==> src/rtl/sys_ctrl_pkg.sv <==
// Shared definitions for the system-controller response scheduler:
// dequeue FSM encoding, byte-split order and a constant clog2 helper.
package sys_ctrl_pkg;

  typedef enum logic [1:0] {
    ST_IDLE      = 2'd0,
    ST_PRESENT   = 2'd1,
    ST_WAIT_BUSY = 2'd2,
    ST_WAIT_DONE = 2'd3
  } tx_state_e;

  // ALU results leave low byte first
  localparam bit LSB_FIRST = 1'b1;

  function automatic int unsigned clog2(input int unsigned v);
    int unsigned r;
    r = 0;
    for (int i = 0; i < 32; i++) begin
      if ((32'd1 << i) < v) begin
        r = i + 1;
      end else begin
        r = r;
      end
    end
    return r;
  endfunction

endpackage

==> src/rtl/sys_ctrl_tx_sched_if.sv <==
// Response sources in, UART TX handshake out; slave is the scheduler side.
interface sys_ctrl_tx_sched_if #(
  parameter int DATA_WIDTH = 8
);
  logic [DATA_WIDTH-1:0]   RdDATA;
  logic                    RdDATA_VLD;
  logic [2*DATA_WIDTH-1:0] ALU_OUT;
  logic                    OUT_Valid;
  logic                    Busy;
  logic                    enable_pulse;
  logic [DATA_WIDTH-1:0]   TX_P_DATA;
  logic                    TX_D_VLD;

  modport master (
    output RdDATA, RdDATA_VLD, ALU_OUT, OUT_Valid, Busy, enable_pulse,
    input  TX_P_DATA, TX_D_VLD
  );

  modport slave (
    input  RdDATA, RdDATA_VLD, ALU_OUT, OUT_Valid, Busy, enable_pulse,
    output TX_P_DATA, TX_D_VLD
  );
endinterface

==> src/rtl/sys_ctrl_rsp_fifo.sv <==
// Byte FIFO taking up to three writes and one pop per cycle; enabled write
// slots are packed in slot order starting at the write pointer.
module sys_ctrl_rsp_fifo
  import sys_ctrl_pkg::*;
#(
  parameter int DATA_WIDTH = 8,
  parameter int DEPTH      = 4,
  localparam int PW        = clog2(DEPTH),
  localparam int CW        = PW + 1
) (
  input  logic                       clk_i,
  input  logic                       rst_ni,
  input  logic [2:0]                 wr_en_i,
  input  logic [2:0][DATA_WIDTH-1:0] wr_data_i,
  input  logic                       pop_i,
  output logic [CW-1:0]              count_o,
  output logic [DATA_WIDTH-1:0]      head_o
);

  logic [DEPTH-1:0][DATA_WIDTH-1:0] mem_q, mem_d;
  logic [PW-1:0] wr_ptr_q, wr_ptr_d, rd_ptr_q, rd_ptr_d, wr_idx_s;
  logic [CW-1:0] count_q, count_d, n_wr_s;

  // Pack enabled writes, advance pointers, update occupancy
  always_comb begin
    mem_d    = mem_q;
    wr_idx_s = wr_ptr_q;
    n_wr_s   = {CW{1'b0}};
    for (int k = 0; k < 3; k++) begin
      if (wr_en_i[k]) begin
        mem_d[wr_idx_s] = wr_data_i[k];
        wr_idx_s        = wr_idx_s + PW'(1);
        n_wr_s          = n_wr_s + CW'(1);
      end else begin
        n_wr_s = n_wr_s;
      end
    end
    wr_ptr_d = wr_idx_s;
    if (pop_i) begin
      rd_ptr_d = rd_ptr_q + PW'(1);
      count_d  = count_q + n_wr_s - CW'(1);
    end else begin
      rd_ptr_d = rd_ptr_q;
      count_d  = count_q + n_wr_s;
    end
  end

  // Storage and pointer registers
  always_ff @(posedge clk_i or negedge rst_ni) begin
    if (!rst_ni) begin
      mem_q    <= '0;
      wr_ptr_q <= {PW{1'b0}};
      rd_ptr_q <= {PW{1'b0}};
      count_q  <= {CW{1'b0}};
    end else begin
      mem_q    <= mem_d;
      wr_ptr_q <= wr_ptr_d;
      rd_ptr_q <= rd_ptr_d;
      count_q  <= count_d;
    end
  end

  assign count_o = count_q;
  assign head_o  = mem_q[rd_ptr_q];

endmodule

==> src/rtl/sys_ctrl_tx_sched.sv <==
// Response scheduler: whole-response accept/drop into a byte FIFO, then a
// one-byte-in-flight handshake toward the UART TX with a Busy-rise timeout.
module sys_ctrl_tx_sched
  import sys_ctrl_pkg::*;
#(
  parameter int DATA_WIDTH = 8,
  parameter int ALU_WIDTH  = 2 * DATA_WIDTH,
  parameter int DEPTH      = 4,
  parameter int BUSY_TO    = 8
) (
  input  logic               CLK,
  input  logic               RST,
  sys_ctrl_tx_sched_if.slave bus,
  output logic               FIFO_FULL,
  output logic               RSP_OVF
);

  localparam int CW = clog2(DEPTH) + 1;
  localparam int TW = clog2(BUSY_TO + 1);
  localparam logic [CW-1:0] DEPTH_C   = CW'(DEPTH);
  localparam logic [TW-1:0] BUSY_TO_C = TW'(BUSY_TO);

  tx_state_e                  state_q, state_d;
  logic [DATA_WIDTH-1:0]      tx_data_q, tx_data_d;
  logic                       tx_vld_q, tx_vld_d;
  logic [TW-1:0]              to_cnt_q, to_cnt_d;
  logic                       ovf_q, ovf_d;

  logic [CW-1:0]              count_s, free_s, free_after_s;
  logic [DATA_WIDTH-1:0]      head_s, alu_lsb_s, alu_msb_s;
  logic [2:0]                 wr_en_s;
  logic [2:0][DATA_WIDTH-1:0] wr_data_s;
  logic                       rd_acc_s, alu_acc_s, drop_s, pop_s;

  assign alu_lsb_s = bus.ALU_OUT[DATA_WIDTH-1:0];
  assign alu_msb_s = bus.ALU_OUT[ALU_WIDTH-1:DATA_WIDTH];

  // Room is judged on the pre-pop count, so a same-cycle pop never helps
  always_comb begin
    free_s       = DEPTH_C - count_s;
    rd_acc_s     = bus.RdDATA_VLD && (free_s >= CW'(1));
    free_after_s = free_s - {{(CW-1){1'b0}}, rd_acc_s};
    alu_acc_s    = bus.OUT_Valid && (free_after_s >= CW'(2));
    drop_s       = (bus.RdDATA_VLD && !rd_acc_s) || (bus.OUT_Valid && !alu_acc_s);
    ovf_d        = ovf_q | drop_s;
    wr_en_s      = {alu_acc_s, alu_acc_s, rd_acc_s};
    wr_data_s[0] = bus.RdDATA;
    wr_data_s[1] = LSB_FIRST ? alu_lsb_s : alu_msb_s;
    wr_data_s[2] = LSB_FIRST ? alu_msb_s : alu_lsb_s;
  end

  sys_ctrl_rsp_fifo #(
    .DATA_WIDTH (DATA_WIDTH),
    .DEPTH      (DEPTH)
  ) u_fifo (
    .clk_i     (CLK),
    .rst_ni    (RST),
    .wr_en_i   (wr_en_s),
    .wr_data_i (wr_data_s),
    .pop_i     (pop_s),
    .count_o   (count_s),
    .head_o    (head_s)
  );

  // Dequeue FSM next-state and output logic
  always_comb begin
    state_d   = state_q;
    tx_data_d = tx_data_q;
    tx_vld_d  = tx_vld_q;
    to_cnt_d  = to_cnt_q;
    pop_s     = 1'b0;
    case (state_q)
      ST_IDLE: begin
        if ((count_s != {CW{1'b0}}) && !bus.Busy) begin
          tx_data_d = head_s;
          tx_vld_d  = 1'b1;
          state_d   = ST_PRESENT;
        end else begin
          tx_vld_d = 1'b0;
        end
      end
      ST_PRESENT: begin
        if (bus.enable_pulse) begin
          tx_vld_d = 1'b0;
          pop_s    = 1'b1;
          to_cnt_d = {TW{1'b0}};
          state_d  = ST_WAIT_BUSY;
        end else begin
          tx_vld_d = 1'b1;
        end
      end
      ST_WAIT_BUSY: begin
        if (bus.Busy) begin
          state_d = ST_WAIT_DONE;
        end else if (bus.enable_pulse) begin
          // No Busy after BUSY_TO strobes: byte counts as sent, not retried
          if ((to_cnt_q + TW'(1)) == BUSY_TO_C) begin
            to_cnt_d = {TW{1'b0}};
            state_d  = ST_IDLE;
          end else begin
            to_cnt_d = to_cnt_q + TW'(1);
          end
        end else begin
          to_cnt_d = to_cnt_q;
        end
      end
      ST_WAIT_DONE: begin
        if (!bus.Busy) begin
          state_d = ST_IDLE;
        end else begin
          state_d = ST_WAIT_DONE;
        end
      end
      default: begin
        state_d  = ST_IDLE;
        tx_vld_d = 1'b0;
      end
    endcase
  end

  // FSM, TX output and sticky overflow registers
  always_ff @(posedge CLK or negedge RST) begin
    if (!RST) begin
      state_q   <= ST_IDLE;
      tx_data_q <= {DATA_WIDTH{1'b0}};
      tx_vld_q  <= 1'b0;
      to_cnt_q  <= {TW{1'b0}};
      ovf_q     <= 1'b0;
    end else begin
      state_q   <= state_d;
      tx_data_q <= tx_data_d;
      tx_vld_q  <= tx_vld_d;
      to_cnt_q  <= to_cnt_d;
      ovf_q     <= ovf_d;
    end
  end

  assign bus.TX_P_DATA = tx_data_q;
  assign bus.TX_D_VLD  = tx_vld_q;
  assign FIFO_FULL     = (count_s == DEPTH_C);
  assign RSP_OVF       = ovf_q;

endmodule
==> src/flat_wrapper.sv <==
// flat-port wrapper written by rule: the top's interface ports become plain ports
module sys_ctrl_tx_sched_flat import sys_ctrl_pkg::*;
#(
  parameter int DATA_WIDTH = 8,
  parameter int ALU_WIDTH  = 2 * DATA_WIDTH,
  parameter int DEPTH      = 4,
  parameter int BUSY_TO    = 8
)
  (CLK, RST, FIFO_FULL, RSP_OVF, bus_RdDATA, bus_RdDATA_VLD, bus_ALU_OUT, bus_OUT_Valid, bus_Busy, bus_enable_pulse, bus_TX_P_DATA, bus_TX_D_VLD);
  sys_ctrl_tx_sched_if #(.DATA_WIDTH(DATA_WIDTH)) bus_i ();
  input  logic CLK;
  input  logic RST;
  output logic FIFO_FULL;
  output logic RSP_OVF;
  input wire logic [$bits(bus_i.RdDATA)-1:0] bus_RdDATA;
  input wire logic [$bits(bus_i.RdDATA_VLD)-1:0] bus_RdDATA_VLD;
  input wire logic [$bits(bus_i.ALU_OUT)-1:0] bus_ALU_OUT;
  input wire logic [$bits(bus_i.OUT_Valid)-1:0] bus_OUT_Valid;
  input wire logic [$bits(bus_i.Busy)-1:0] bus_Busy;
  input wire logic [$bits(bus_i.enable_pulse)-1:0] bus_enable_pulse;
  output wire logic [$bits(bus_i.TX_P_DATA)-1:0] bus_TX_P_DATA;
  output wire logic [$bits(bus_i.TX_D_VLD)-1:0] bus_TX_D_VLD;
  assign bus_i.RdDATA = bus_RdDATA;
  assign bus_i.RdDATA_VLD = bus_RdDATA_VLD;
  assign bus_i.ALU_OUT = bus_ALU_OUT;
  assign bus_i.OUT_Valid = bus_OUT_Valid;
  assign bus_i.Busy = bus_Busy;
  assign bus_i.enable_pulse = bus_enable_pulse;
  assign bus_TX_P_DATA = bus_i.TX_P_DATA;
  assign bus_TX_D_VLD = bus_i.TX_D_VLD;
  sys_ctrl_tx_sched #(.DATA_WIDTH(DATA_WIDTH), .ALU_WIDTH(ALU_WIDTH), .DEPTH(DEPTH), .BUSY_TO(BUSY_TO)) u_core (.CLK(CLK), .RST(RST), .bus(bus_i), .FIFO_FULL(FIFO_FULL), .RSP_OVF(RSP_OVF));
endmodule
==> config.mk <==
export PLATFORM = sky130hd
export DESIGN_NAME = sys_ctrl_tx_sched_flat
export DESIGN_NICKNAME = d
export VERILOG_FILES = /design/src/rtl/sys_ctrl_pkg.sv /design/src/rtl/sys_ctrl_tx_sched_if.sv /design/src/rtl/sys_ctrl_rsp_fifo.sv /design/src/rtl/sys_ctrl_tx_sched.sv /design/src/flat_wrapper.sv
export SDC_FILE = /design/constraint.sdc
export NUM_CORES = 1
export LEC_CHECK = 0
export CELL_PAD_IN_SITES_DETAIL_PLACEMENT = 0
export CELL_PAD_IN_SITES_GLOBAL_PLACEMENT = 1
export CORE_MARGIN = 10
export CORE_UTILIZATION = 40
export DETAILED_ROUTE_END_ITERATION = 8
export PLACE_DENSITY_LB_ADDON = 0.1
export SYNTH_ARGS = -nofsm -noshare
export SYNTH_HDL_FRONTEND = slang
export SYNTH_SLANG_ARGS = --single-unit
==> constraint.sdc <==
create_clock -name CLK -period 4.2 [get_ports CLK]
set_input_delay 0.84 -clock CLK [delete_from_list [all_inputs] [get_ports CLK]]
set_output_delay 0.84 -clock CLK [all_outputs]
set_load 0.02 [all_outputs]
== Yosys cells after proc, flatten, opt, wreduce, memory -nomap -nowiden ==
Cells that the tools add are included.
Operators by class
  shifts and indexed selects: 0
  multipliers: 0
  bitwise gates (word level): 1
  eq/ne operators: 11
  divide/modulo/power cells: 0
  reductions and logical operators: 19
  add/sub/neg operators: 11
  order comparisons: 9
  mux-type cells: 38
Operators with widths (count)
  bitwise mux 32 bit: 3
  2-to-1 mux 32 bit: 3
  demux 8 bit (select 2 bit): 3
  2-to-1 mux 8 bit: 4
  2-to-1 mux 2 bit: 9
  binary-select mux 8 bit (select 2 bit): 1
  2-to-1 mux 4 bit: 4
  < comparator 2 x 3 -> 1 bit (second input constant): 4
  2-to-1 mux 3 bit: 3
  adder 2 x 1 -> 2 bit (second input constant): 4
  logical AND 1 bit: 8
  case mux 2 bit (4 select lines): 1
  case mux 4 bit (2 select lines): 1
  AND reduction 4 bit: 2
  adder 3 x 1 -> 3 bit (second input constant): 2
  greater-or-equal comparator 2 x 1 -> 1 bit (second input constant): 3
  != test 2 bit (second input constant): 3
  2-to-1 mux 1 bit: 5
  adder 4 x 1 -> 4 bit (second input constant): 1
  equality test 2 bit (second input constant): 2
  equality test 4 bit (second input constant): 1
  nonzero test 2 bit: 2
  adder 3 bit: 1
  equality test 3 bit (second input constant): 1
  16 further kinds: 18
Word-level totals
  latch bits: 0
  memories: 0
  RAM bits: 0
  output and inout port bits: 11
  bits in read-only memories: 0
  input port bits: 30
  logic and storage cells: 101
  register bits after elaboration: 55

== Logic depth before layout (Yosys ltp) ==
Gate-level depths: netlist of the first run.
  word-level depth: 13
  mapped depth: 23
  depth with buffers taken out: 19

== Modules after synthesis ==
A second synthesis of the first run with hierarchy kept.
Second synthesis, totals
  cells, all modules: 328
  area total of the unflattened synthesis: 3545.9 µm²
Modules (own cells, without submodules)
  sys_ctrl_rsp_fifo: instances 1, sequential area each 975.9 µm², cells an instance 245, area an instance 2653.8 µm²
  sys_ctrl_tx_sched: instances 1, sequential area each 400.4 µm², cells an instance 83, area an instance 892.1 µm²

== Worst setup path before layout of the first run ==
OpenSTA, ideal clock, no wires.
  path kind: register to register
  start: register u_core.u_fifo.count_q[0] (netlist: u_core.u_fifo.count_o[0])
  end: register u_core.u_fifo.count_q[2] (netlist: u_core.u_fifo.count_o[2])
  buffers on the path: 4
  required time: 4.075 ns
  slack: -0.249 ns
  clock period less this slack: 4.449 ns
  setup time: 0.125 ns
  stages on the path, launching flop included: 24
  arrival time: 4.324 ns
  cell sequence: dfrtp_1 -> inv_1 -> ha_1 -> ha_1 -> or4b_1 -> buf_2 -> nand2_2 -> inv_1 -> ha_1 -> ha_1 -> xnor2_1 -> o21a_1 -> buf_2 -> inv_1 -> buf_2 -> buf_2 -> ha_1 -> o21ai_0 -> fa_1 -> inv_1 -> ha_1 -> nand2_1 -> xnor2_1 -> xnor2_1
On the way
  word-level cells in the longest chain between the ends: 12
  elaborated cells on any way between the ends: 14
  classes of those cells: 6 x add/sub; 2 x order compare; 4 x mux; 2 x reduce/logical
RTL lines
  from (decl): RTL line sys_ctrl_rsp_fifo.sv:22  | logic [CW-1:0] count_q, count_d, n_wr_s;
  from (signal assigned): RTL line sys_ctrl_rsp_fifo.sv:54  | count_q <= {CW{1'b0}};
  from (signal assigned): RTL line sys_ctrl_rsp_fifo.sv:59  | count_q <= count_d;
  subtractor 3 bit: RTL line sys_ctrl_tx_sched.sv:40  | free_s = DEPTH_C - count_s;
  greater-or-equal comparator 3 x 1 -> 1 bit: RTL line sys_ctrl_tx_sched.sv:41  | rd_acc_s = bus.RdDATA_VLD && (free_s >= CW'(1));
  logical AND 1 bit: RTL line sys_ctrl_tx_sched.sv:41
  subtractor 3 x 1 -> 3 bit: RTL line sys_ctrl_tx_sched.sv:42  | free_after_s = free_s - {{(CW-1){1'b0}}, rd_acc_s};
  greater-or-equal comparator 3 x 2 -> 1 bit: RTL line sys_ctrl_tx_sched.sv:43  | alu_acc_s = bus.OUT_Valid && (free_after_s >= CW'(2));
  logical AND 1 bit: RTL line sys_ctrl_tx_sched.sv:43
  2-to-1 mux 3 bit: RTL line sys_ctrl_rsp_fifo.sv:30  | if (wr_en_i[k]) begin
  adder 3 x 1 -> 3 bit: RTL line sys_ctrl_rsp_fifo.sv:33  | n_wr_s = n_wr_s + CW'(1);
  2-to-1 mux 3 bit: RTL line sys_ctrl_rsp_fifo.sv:30
  adder 3 bit *: RTL line sys_ctrl_rsp_fifo.sv:41, sys_ctrl_rsp_fifo.sv:44
  subtractor 3 x 1 -> 3 bit: RTL line sys_ctrl_rsp_fifo.sv:41  | count_d = count_q + n_wr_s - CW'(1);
  2-to-1 mux 3 bit *: RTL line sys_ctrl_rsp_fifo.sv:39  | if (pop_i) begin
  via u_core.u_fifo.count_d[2]: RTL line sys_ctrl_rsp_fifo.sv:22
The timed path passes the listed nets; every way through them passes the cells marked *.
A chain may end at the register's enable or synchronous reset.

== Final worst setup path of the first run ==
Ends and elaborated chain as after synthesis.

==> results of run 1 <==
-- metal layers --
layer | up-vias | GRT usage | wire length, um
met1 | 1773 | 0.2537 | 5900
met5 | - | 0 | 0
met2 | 153 | 0.2652 | 5682
met3 | 16 | 0.03808 | 924
met4 | 0 | 0.04504 | 193
li1 | 1637 | - | -
-- cell type report --
type                    count  share of cell area
flip-flops and latches     55              0.2996
multi-input cells         297              0.5048
clock buffers               6             0.01796
well taps                 129             0.03510
inverters                  17             0.01388
clock inverters             2            0.008435
repair buffers             61              0.1203
-- metrics by stage --
| stage | std cells | cell area (sq um) | setup slack (ns) | utilization | hold WS [ns] |
|---|---|---|---|---|---|
| floorplan | 409 | 3925 | 0.01568 | - | 0.5059 |
| global placement | 558 | 4454 | 0.1678 | 0.4775 | 0.4708 |
| detailed placement | 558 | 4454 | 0.07087 | 0.4775 | 0.4872 |
| CTS | 566 | 4576 | 0.04699 | 0.4905 | 0.5111 |
| global route | 567 | 4598 | 0.01925 | 0.4930 | 0.5395 |
| finish | 567 | 4598 | 0.2346 | 0.4930 | 0.5045 |
-- worst max-delay path by stage --
stage / to / start / slack [ns]
6_report: u_core.u_fifo.count_o[2] / u_core.u_fifo.count_o[0] / 0.23
5_1_grt: u_core.u_fifo.count_o[2] / u_core.u_fifo.count_o[1] / 0.02
4_1_cts: u_core.u_fifo.mem_q[23] / u_core.u_fifo.count_o[0] / 0.05
3_5_place_dp: u_core.u_fifo.mem_q[23] / u_core.u_fifo.count_o[0] / 0.07
3_3_place_gp: u_core.u_fifo.mem_q[23] / u_core.u_fifo.count_o[0] / 0.17
2_1_floorplan: u_core.u_fifo.count_o[2] / u_core.u_fifo.count_o[0] / 0.02
-- Yosys cell counts, types with 2 or more instances --
library cell	number
clkbuf_1	25
inv_1	17
ha_1	23
o2bb2ai_1	24
o311ai_0	2
xnor2_1	10
nand4_1	24
mux4_2	8
nor2_1	7
o32ai_1	16
and3_1	8
nand3_1	48
o21a_1	3
a21oi_1	15
xor2_1	2
nor2b_1	2
buf_1	5
a31o_2	7
a22o_1	3
a21boi_0	4
dfrtp_1	55
o211ai_1	22
a21boi_1	4
nand2_1	12
o21ai_0	27
buf_2	9
mux2_2	8
-- layout by cell type (no fill, tap or decap), types with 14 or more instances in the layout --
cell type / n
o211ai_1: 22
ha_1: 21
o2bb2ai_1: 24
dfrtp_1: 54
a21oi_1: 15
buf_4: 21
nand3_1: 48
inv_1: 14
nand4_1: 24
clkdlybuf4s50_1: 39
o21ai_0: 26
o32ai_1: 16
-- registers in the layout, summed over array words and instances (netlist names) --
register / count
u_core.u_fifo.mem_q: 32
u_core.bus.TX_P_DATA: 8
u_core.to_cnt_q: 4
u_core.u_fifo.count_o: 3
u_core.state_q: 2
u_core.u_fifo.rd_ptr_q: 2
u_core.u_fifo.wr_ptr_q: 2
u_core.RSP_OVF: 1
u_core.bus.TX_D_VLD: 1
-- critical path, stage by stage (launching register included) --
cell and delay, ns:
dfrtp_2 0.43, inv_2 0.06, ha_2 0.21, ha_4 0.29, or4b_4 0.48, nand2_4 0.12
inv_2 0.07, ha_1 0.20, ha_1 0.22, xnor2_2 0.15, o21a_2 0.25, inv_2 0.10
ha_1 0.17, o21ai_2 0.07, fa_1 0.52, inv_1 0.05, ha_1 0.17, nand2_1 0.09
xnor2_2 0.12, xnor2_1 0.13
-- cell families after synthesis --
family                   synth area share
multiplexers                      0.07217
adder cells (fa/ha/maj)           0.07925
flip-flops                         0.3544
AND/OR/NAND/NOR                    0.1575
AO/OA/AOI/OAI                      0.2497
buffers and inverters             0.05992
XOR/XNOR                          0.02706
-- repair_timing --
item,4_1_cts,5_1_grt
buffers inserted,0,1
endpoints found under the hold margin,0,0
resized for setup,0,6
endpoints found under the setup margin,0,18
==> results_dict.tcl, run 1 <==
set metrics [dict create \
    slew_headroom 0.3728 \
    clk_pin_slew_worst_paths_ns 0.10 \
    clock_latency_ns 0.32 \
    area_growth_pct 18.40 \
    die_x_um 118.5 \
    die-area_sq_mm 0.01405 \
    period_share 0.9442 \
    dr.pass1.iters 5 \
    required_ns 4.44 \
    ys_seq_area_frac 0.3544 \
    rsz0062_at_grt "no" \
    clockBufferDepth 2 \
    crit_type "reg2reg" \
    num_rows 35 \
    grt_pass1_vias 3548 \
    regArea_sq_mm 0.001378 \
    core_sq_mm 0.009328 \
    setup_violations 0 \
    yosysTopAreaCellShare 0.3544 \
    status "finished clean" \
    fin_skew_ns 0.008565 \
    drt_iter0_markers 327 \
    numCtsBuffers 5 \
    maxCapViolations 0 \
    num_vias 3579 \
    drv_slew 0 \
    worstSetupEndpointType "register" \
    viasPerCell 6.312 \
    grt_start_max_net_pins 50 \
    worstHoldStart "u_core.RSP_OVF" \
    fmax_mhz 252.2 \
    reg2reg_slack_ns 0.23 \
    ys_async_sr_fraction 1.000 \
    min_path_cells 1 \
    synth_warnings 0 \
    synthCells 409 \
    crit_fanout 5 \
    nNetsFinal 491 \
    antenna_found_initial 0 \
    hold_viol 0 \
    clkSinkCount 55 \
    routed_wl_um 12700 \
    globalplace.congestion 0.8410 \
    synth.ff_latch_count 55 \
    hold_path_class "reg2reg" \
    die_h_um 118.5 \
    drc 0 \
    grt-ovfl-total 0 \
    grt_pass1_wl_um 20510 \
    multi_input_area_sq_mm 0.002321 \
    cp.arrival_ns 4.21 \
    fill_cells 893 \
    antenna_cells 0 \
    syn_area_sq_mm 0.003884 \
    start_util 0.4164 \
    synth-main-ff-cell "dfrtp_1" \
    synth_nets 463 \
    synth_cell_types 46 \
    r2r-start "u_core.u_fifo.count_o[0]" \
    synth_edf_count 0 \
    cts_root_buffer "clkbuf_8" \
    holdBufCountCts 0 \
    drive_gt1_frac 0.1553 \
    tritoncts "built" \
    ant_nets 0 \
    htreeDepth 2 \
    ff2ff_path_depth 19 \
    grtUsageTotal 0.1778 \
    fin_setup_tns_ns 0 \
    port_buffers 40 \
    whs_endpoint "u_core.RSP_OVF" \
    r2r_end "u_core.u_fifo.count_o[2]" \
    yosysTopAreaCell "dfrtp_1" \
    wire_per_inst_um 22.40 \
    synth_area_leaders "dfrtp_1 (35%), ha_1 (7.4%), nand3_1 (6.2%)" \
    io-pin-count 41 \
    hpwl_um 8564 \
    synth_area_per_cell_sq_um 9.496 \
    min_period_ns 3.965 \
    worstSetupStartpointType "register" \
    worst_pin_slew_ns 0.9330 \
]
Power of run 1 is not shown: default switching activity piles up to over one toggle a cycle in this logic, so the estimate is an artifact.
==> run 2: changes to the inputs <==
REMOVE_ABC_BUFFERS = 1   (was unset)
==> run 2 against run 1 <==
Net effect:
- first-iteration DRC count grew 2.4%
- routed wire length barely moved
- critical path type unchanged
- maximum frequency is essentially flat
- critical path depth decreased by 1
- clock skew grew 0.0038 ns
- hold slack worse by 0.0041 ns
- final cell count shrank 0.18%
- design area shrank 0.93%
- critical endpoint is now u_core.u_fifo.mem_q[22]
==> results_dict.tcl, run 2 (same netlist as run 1, synthesis figures left out) <==
set metrics [dict create \
    drc 0 \
    die_h_um 118.5 \
    setup_ws_ns 0.2322 \
    mostFrequentLayoutCells "dfrtp_1 (55), nand3_1 (48), clkdlybuf4s50_1 (39)" \
    final_common_cell "dfrtp_1" \
    fin_setup_tns_ns 0 \
    wire_per_inst_um 22.43 \
    cp_common_cell "ha_1" \
    post-place-cells 557 \
    setup_violations 0 \
    clkSinkCount 55 \
    antenna_found_initial 0 \
    numCtsBuffers 5 \
    cp.buffers_inverters 5 \
    hold_viol 0 \
    crit_fanout 17 \
    clk_pin_slew_worst_paths_ns 0.11 \
    worstSetupStartpointType "register" \
    crit_type "reg2reg" \
    die-area_sq_mm 0.01405 \
    cts_root_buffer "clkbuf_8" \
    drt_iter0_markers 335 \
    globalplace.congestion 0.8398 \
    tritoncts "built" \
    dr.pass1.iters 5 \
    maxCapViolations 0 \
    fin_skew_ns 0.01235 \
    largest_register_ff_count 32 \
    start_util 0.4164 \
    status "finished clean" \
    regArea_sq_mm 0.001376 \
    holdBufCountCts 0 \
    fill_cells 885 \
    num_rows 35 \
    htreeDepth 2 \
    antenna_cells 0 \
    clockBufferDepth 2 \
    drv_slew 0 \
    slew_headroom 0.4307 \
    io-pin-count 41 \
    nNetsFinal 490 \
    num_vias 3601 \
    core_sq_mm 0.009328 \
    worst_path_max_delay_cell "or4b_1" \
    cp.arrival_ns 4.17 \
    period_share 0.9447 \
    worstSetupEndpointType "register" \
    hold_path_class "reg2reg" \
    cpPeakStageDelay_ns 0.49 \
    dp_slack_ns 0.03927 \
    dpl_cell_area_sq_mm 0.004415 \
    drive_gt1_frac 0.1373 \
    cpLargestDelayFamily "adder cells" \
    clock_latency_ns 0.33 \
    min_period_ns 3.968 \
    area_growth_pct 17.30 \
    grt-ovfl-total 0 \
    grt_pass1_wl_um 20090 \
    fmax_mhz 252.0 \
    die_x_um 118.5 \
    grt_start_max_net_pins 59 \
    port_buffers 40 \
    hpwl_um 8173 \
    required_ns 4.40 \
    viasPerCell 6.362 \
    grt_pass1_vias 3561 \
    path_cells "inv_1 > ha_1 > ha_1 > or4b_1 > nand2_2 > inv_1 > ha_1 > ha_1 > xnor2_2 > o21a_2 > inv_2 > buf_4 > o21a_1 > ha_2 > nor2_1 > buf_4 > o2bb2ai_1 > o311ai_0" \
    routed_wl_um 12700 \
    stdcell_area_sq_mm 0.004556 \
    largest_register "u_core.u_fifo.mem_q" \
    ant_nets 0 \
    worst_pin_slew_ns 0.8425 \
    layoutNonFillerInstCount 566 \
    grtUsageTotal 0.1750 \
    multi_input_area_sq_mm 0.002290 \
]
==> run 2: worst paths after layout <==
kind,start,endpoint,slack [ns],cells past startpoint
min reg2reg,u_core.RSP_OVF,u_core.RSP_OVF,0.50,1
max,u_core.u_fifo.count_o[0],u_core.u_fifo.mem_q[22],0.23,18
max in group asynchronous,RST,u_core.u_fifo.count_o[0],2.78,2
min,u_core.RSP_OVF,u_core.RSP_OVF,0.50,1
max reg2reg,u_core.u_fifo.count_o[0],u_core.u_fifo.mem_q[22],0.23,18
min in group asynchronous,RST,u_core.bus.TX_P_DATA[6],0.58,1
==> run 2: repair_timing <==
action | 4_1_cts | 5_1_grt
setup endpoints to repair | 0 | 26
buffers inserted | 0 | 1
gates resized for setup | 0 | 7
==> run 2: layout make-up <==
class	count	share of cell area
multi-input combinational	297	0.5026
clock buffer	5	0.01511
inverter	17	0.01401
clock inverter	3	0.009613
tap	129	0.03543
timing repair buffer	60	0.1211
sequential	55	0.3021
==> run 2: layer usage <==
layer | vias to the layer above | track usage | part of all wire
met5 | - | 0 | 0
met4 | 0 | 0.05420 | 0.018
met3 | 25 | 0.04236 | 0.078
met2 | 173 | 0.2659 | 0.46
met1 | 1775 | 0.2391 | 0.45
li1 | 1628 | - | -
==> run 2: metrics by stage <==
step | hold slack, ns | utilization
2_1_floorplan | 0.5059 | -
3_3_place_gp | 0.4710 | 0.4734
3_5_place_dp | 0.4672 | 0.4734
4_1_cts | 0.5060 | 0.4854
5_1_grt | 0.5416 | 0.4884
6_report | 0.5004 | 0.4884
==> run 2: worst register-to-register path, stage by stage (launching register included) <==
cell and delay, ns:
dfrtp_1 0.36, inv_1 0.06, ha_1 0.21, ha_1 0.36
or4b_1 0.49, nand2_2 0.10, inv_1 0.05, ha_1 0.20
ha_1 0.23, xnor2_2 0.15, o21a_2 0.25, inv_2 0.11
buf_4 0.16, o21a_1 0.16, ha_2 0.43, nor2_1 0.08
buf_4 0.19, o2bb2ai_1 0.14, o311ai_0 0.13
Power of run 2 is left out for the same reason.
